$ cat config.mk
export PLATFORM = sky130hd
export DESIGN_NAME = reg_write_decoder
export DESIGN_NICKNAME = d
export VERILOG_FILES = /design/src/rtl/reg_write_decoder.sv
export SDC_FILE = /design/constraint.sdc
export NUM_CORES = 1
export LEC_CHECK = 0
export BUFFER_PORTS_ARGS = -buffer_cell sky130_fd_sc_hd__buf_2
export CAP_MARGIN = 40
export CORE_ASPECT_RATIO = 1.75
export CORE_MARGIN = 2
export CORE_UTILIZATION = 35
export CTS_CLUSTER_SIZE = 14
export DETAILED_ROUTE_END_ITERATION = 6
export SLEW_MARGIN = 20
export SYNTH_ARGS = -nofsm -noshare
export SYNTH_HDL_FRONTEND = slang
export SYNTH_SLANG_ARGS = --single-unit
$ cat constraint.sdc
create_clock -name clk -period 1.49 [get_ports clk]
set_input_delay 0.298 -clock clk [delete_from_list [all_inputs] [get_ports clk]]
set_output_delay 0.298 -clock clk [all_outputs]
set_load 0.02 [all_outputs]
$ cat src/rtl/reg_write_decoder.sv
// Registered one-hot write-enable decoder for the register file write port,
// with a self-timed sweep that strobes every register once for clearing.
module reg_write_decoder #(
    parameter int SEL_W = 5,
    parameter bit PROTECT_ZERO = 1'b1,
    localparam int OUT_W = 2 ** SEL_W
) (
    input  logic             clk,
    input  logic             rst_n,
    input  logic             en,
    input  logic [SEL_W-1:0] sel,
    input  logic             clr_start,
    output logic [OUT_W-1:0] m,
    output logic             busy,
    output logic             done
);

    typedef enum logic {
        IDLE,
        SCAN
    } state_t;

    localparam logic [SEL_W-1:0] LAST = SEL_W'(OUT_W - 1);

    state_t           state;
    state_t           state_n;
    logic [SEL_W-1:0] cnt;
    logic [SEL_W-1:0] cnt_n;
    logic [OUT_W-1:0] m_n;
    logic             busy_n;
    logic             done_n;

    // Register 0 may be hardwired to zero, so its strobe is suppressed here.
    function automatic logic [OUT_W-1:0] strobe(input logic [SEL_W-1:0] i);
        logic [OUT_W-1:0] v;
        v = OUT_W'(1) << i;
        if (PROTECT_ZERO) v[0] = 1'b0;
        return v;
    endfunction

    always_ff @(posedge clk or negedge rst_n) begin
        if (!rst_n) begin
            state <= IDLE;
            cnt   <= '0;
            m     <= '0;
            busy  <= 1'b0;
            done  <= 1'b0;
        end else begin
            state <= state_n;
            cnt   <= cnt_n;
            m     <= m_n;
            busy  <= busy_n;
            done  <= done_n;
        end
    end

    always_comb begin
        state_n = state;
        cnt_n   = cnt;
        m_n     = '0;
        busy_n  = 1'b0;
        done_n  = 1'b0;
        unique case (state)
            IDLE: begin
                if (clr_start) begin
                    state_n = SCAN;
                    cnt_n   = SEL_W'(1);
                    m_n     = strobe('0);
                    busy_n  = 1'b1;
                end else if (en) begin
                    m_n = strobe(sel);
                end
            end
            SCAN: begin
                m_n = strobe(cnt);
                // The final strobe leaves busy low so a new request can land next edge.
                if (cnt == LAST) begin
                    state_n = IDLE;
                    cnt_n   = '0;
                    done_n  = 1'b1;
                end else begin
                    cnt_n  = cnt + SEL_W'(1);
                    busy_n = 1'b1;
                end
            end
            default: state_n = IDLE;
        endcase
    end

endmodule

# Word-level counts from Yosys, hierarchy flattened
# Cells that the tools add are included.
[classes]
mux = 11
shifts = 2
bitwise_logic = 1
eq_ne = 2
add_sub_neg = 1
[ops]
columns = ["cell", "n"]
rows = [
  ["$mux W32", 2],
  ["$pmux W32 S2", 1],
  ["$shl A1 B5 Y32 const A", 2],
  ["$mux W5", 2],
  ["$pmux W5 S2", 1],
  ["$add A5 B1 Y5 const B", 1],
  ["$eq A5 B5 Y1 const B", 1],
  ["$mux W1", 4],
  ["$ne A2 B2 Y1 const B", 1],
  ["$pmux W1 S2", 1],
  ["$not A1 Y1", 1],
]
[word_totals]
word_cells = 21
inputBits = 9
ff_bits = 39

# Depth between registers and ports, before layout
[logic_depth]
depth_word = 4
mapped_depth = 6
depth_no_buf = 6

# Least setup slack after synthesis
# Ideal clock, no wire load.
[synth_timing]
path_kind = "register to register"
start = "register cnt[0]"
end = "register cnt[3]"
n_path_buf = 0
t_arrival_ns = 1.417
setup_time_ns = 0.067
stages_incl_launch_ff = 7
slack_ns = 0.006
path_cell_list = "dfrtp_1 ha_1 and3_1 ha_1 nand2b_1 o22ai_1 a32o_1"
[synth_via]
elab_chain_len = 3
[synth_lines]
columns = ["item", "line_no", "source"]
rows = [
  ["from (decl)", "27", "logic [SEL_W-1:0] cnt;"],
  ["from (signal assigned)", "50", "cnt <= cnt_n;"],
  ["$add A5 B1 Y5 or $eq A5 B5 Y1 (tied branches)", "82, 77", ""],
  ["$mux W5 *", "77", "if (cnt == LAST) begin"],
  ["$pmux W5 S2 *", "63", "unique case (state)"],
]
# Mark *: on every way between the ends. The rest lies on a longest branch, timed or not.
# A chain may end at the register's enable or synchronous reset.

# Worst setup path after layout
[layout_timing]
start = "register cnt[1]"
end = "register cnt[3]"
# Same word-level chain as after synthesis.

==> impl_metrics.py <==
metrics = {
    "finish": {
        "drive_gt1_share_pct": 36.0,
        "diodes": 0,
        "nets": 201,
        "instances_no_fill": 238,
        "n_fill_cell": 439,
        "synthToLayoutAreaGrowth_pct": 27.1,
    },
    "routing": {
        "drc": 0,
        "drtPass1Iterations": 4,
        "wire_per_inst_um": 15.9,
        "vias_per_cell": 5.48,
        "ant_nets": 0,
        "dr.first_iter.drc_count": 40,
        "num_vias": 1304,
        "drt_wl_total_mm": 3.78,
    },
    "logic_synthesis": {
        "netlist.top_cell.by_area": "dfrtp_1",
        "yosysWarnings": 0,
        "synth.area.top_cells": "dfrtp_1 57%, a32o_1 6.5%, o22ai_1 6.3%, ha_1 5.2%, a22o_1 4.2%",
        "synth_cells": 136,
        "synthArstFlopShare_pct": 100,
        "synth_cell_types": 33,
        "synth_flop_cell": "dfrtp_1",
        "yosysMostFrequentCell": "dfrtp_1",
        "synth_fp_nets": 152,
        "yosysSeqAreaShare_pct": 56.5,
        "synth_edf_count": 0,
        "synth_top_area_share_pct": 56.5,
        "avgSynthCellArea_um2": 12.4,
        "synth-seq-cells": 38,
        "synthTopCellsByCount": "38 x dfrtp_1, 17 x o22ai_1, 11 x a32o_1",
        "syn_area_um2": 1680,
    },
    "setup_path": {
        "worst-setup-path-type": "register to register",
        "critPathRequiredTime_ns": 1.67,
        "start_kind": "register",
        "cp_max_fo": 4,
        "endpoint_kind": "register",
        "crit_arrival_ns": 1.59,
    },
    "global_routing": {
        "grt_max_degree": 39,
        "grt_pass1_wl_mm": 6.17,
        "antenna_found_initial": 0,
        "grt_pass1_vias": 1318,
        "track_usage_pct": 14.9,
        "grt_overflow_total": 0,
    },
    "placed_design": {
        "hpwlAfterDp_mm": 2.92,
        "io_buffers": 41,
        "gp_congestion": 0.875,
        "dp.cells": 230,
        "place_ws_ns": -0.0419,
    },
    "floorplanning": {
        "num_rows": 33,
        "die_x_um": 56.4,
        "dieArea_um2": 5400,
        "io_pins": 43,
        "initial_utilization_pct": 36.0,
        "coreArea_um2": 4670,
        "die_h_um": 95.7,
    },
    "timing": {
        "drv_slew": 0,
        "hold_viol_final": 0,
        "clock_skew_ns": 0.00521,
        "max_freq_mhz": 706,
        "layout_setup_ws_ns": 0.0744,
        "setup_tns_ns": 0,
        "fin_crit_sh_pct": 95.0,
        "timing.final.crit_period_ns": 1.42,
        "final-setup-viol-count": 0,
    },
    "run_status": {
        "status": "finished clean",
    },
    "power": {
        "vdd_drop_max_v": 0.00117,
        "pwr_density_cell_nw_per_um2": 1750,
        "p_leak_nw": 1.12,
    },
    "clock_network": {
        "cts_inserted_buffers": 5,
        "ctsRootBufferMaster": "clkbuf_8",
        "cts_hold_buf": 0,
        "cts_setup_buffers": 0,
        "cts.path.max_buffers": 2,
        "htreeDepth": 2,
        "cts_sinks": 38,
        "insertion_delay_ns": 0.29,
        "clk_pin_slew_ns": 0.07,
        "cts_tree": "yes",
    },
    "min_path": {
        "hp-class": "primary input to asynchronous set/reset pin",
    },
    "run": {
        "max_cap_viol_count": 0,
    },
}
==> registers in the layout (all words and copies together), names as in the netlist <==
register / cells
done: 1
state: 1
cnt: 5
m: 31
==> worst max-delay path: stages (launching register included) <==
cell and delay, ns:
dfrtp_1 0.36, ha_2 0.19, and3_1 0.16, ha_2 0.18, nand2b_4 0.15, o22ai_4 0.06, a32o_1 0.21
==> layout make-up <==
class | instances | area [um2] | share of cell area [%]
clock buffer | 6 | 82.6 | 3.86
timing repair buffer | 49 | 265 | 12.4
clock inverter | 2 | 60.1 | 2.81
inverter | 8 | 30.0 | 1.41
sequential | 38 | 951 | 44.5
tap | 52 | 65.1 | 3.04
multi-input combinational | 83 | 683 | 32.0
==> routing by layer <==
metal  track usage (%)  vias up  share of wire [%]
met4              11.5        0                4.8
met3              3.49       15                5.3
li1                  -      603                  -
met2              26.2       60                 54
met1              15.1      626                 35
met5                 0        -                  0
==> stage by stage <==
step | hold slack (ns) | util, % | power [mW] | area [um2]
6_report | 0.0426 | 45.8 | 3.74 | 2140
4_1_cts | 0.0577 | 45.4 | 3.73 | 2120
3_5_place_dp | 0.371 | 42.2 | 2.65 | 1970
3_3_place_gp | 0.358 | 42.2 | 2.60 | 1970
5_1_grt | 0.0742 | 45.8 | 3.94 | 2140
2_1_floorplan | 0.00241 | - | 2.19 | 1680
==> power breakdown <==
part | leakage, nW | internal [mW] | switching (mW)
sequential | 0.515 | 1.22 | 0.104
clock | 0.0714 | 0.714 | 0.344
combinational | 0.534 | 0.527 | 0.829
==> path summary, 6_finish.rpt <==
check | startpoint | end | slack [ns] | cells after the start
max in group asynchronous | rst_n | m[10] | 1.12 | 2
hold / removal | rst_n | m[20] | 0.04 | 2
setup / recovery | cnt[1] | cnt[3] | 0.07 | 6
min in group clk | clr_start | state | 0.38 | 3
setup reg to reg | cnt[1] | cnt[3] | 0.07 | 6
hold reg to reg | cnt[0] | cnt[0] | 0.61 | 2
==> logic make-up (layout without fill, tap and decap cells) <==
logic type               Yosys count  in the layout  synth area share (%)
AO/OA/AOI/OAI                     38             38                  17.9
flip-flops                        38             38                  56.5
AND/OR/NAND/NOR                   37             37                  15.8
buffers and inverters             15             65                  4.39
adder cells (fa/ha/maj)            7              7                  5.21
other                              1              1                 0.223
==> what timing repair did <==
action                                  CTS  global route
pin swaps                                 1             2
gates resized for setup                   1             4
endpoints found under the setup margin    1             1
==> cell usage in the layout (no fill, tap or decap), types with 3 or more instances in the layout <==
master / netlist / layout
buf_2: 2 / 41
inv_1: 8 / 8
and3_1: 3 / 3
nor2_1: 3 / 3
ha_1: 7 / 5
a32o_1: 11 / 11
clkbuf_8: 0 / 6
nand2b_1: 4 / 3
a22o_1: 8 / 8
o22ai_1: 17 / 16
dfrtp_1: 38 / 38
buf_4: 2 / 8
nand2_1: 5 / 5
(Power assumes the default switching activity.)
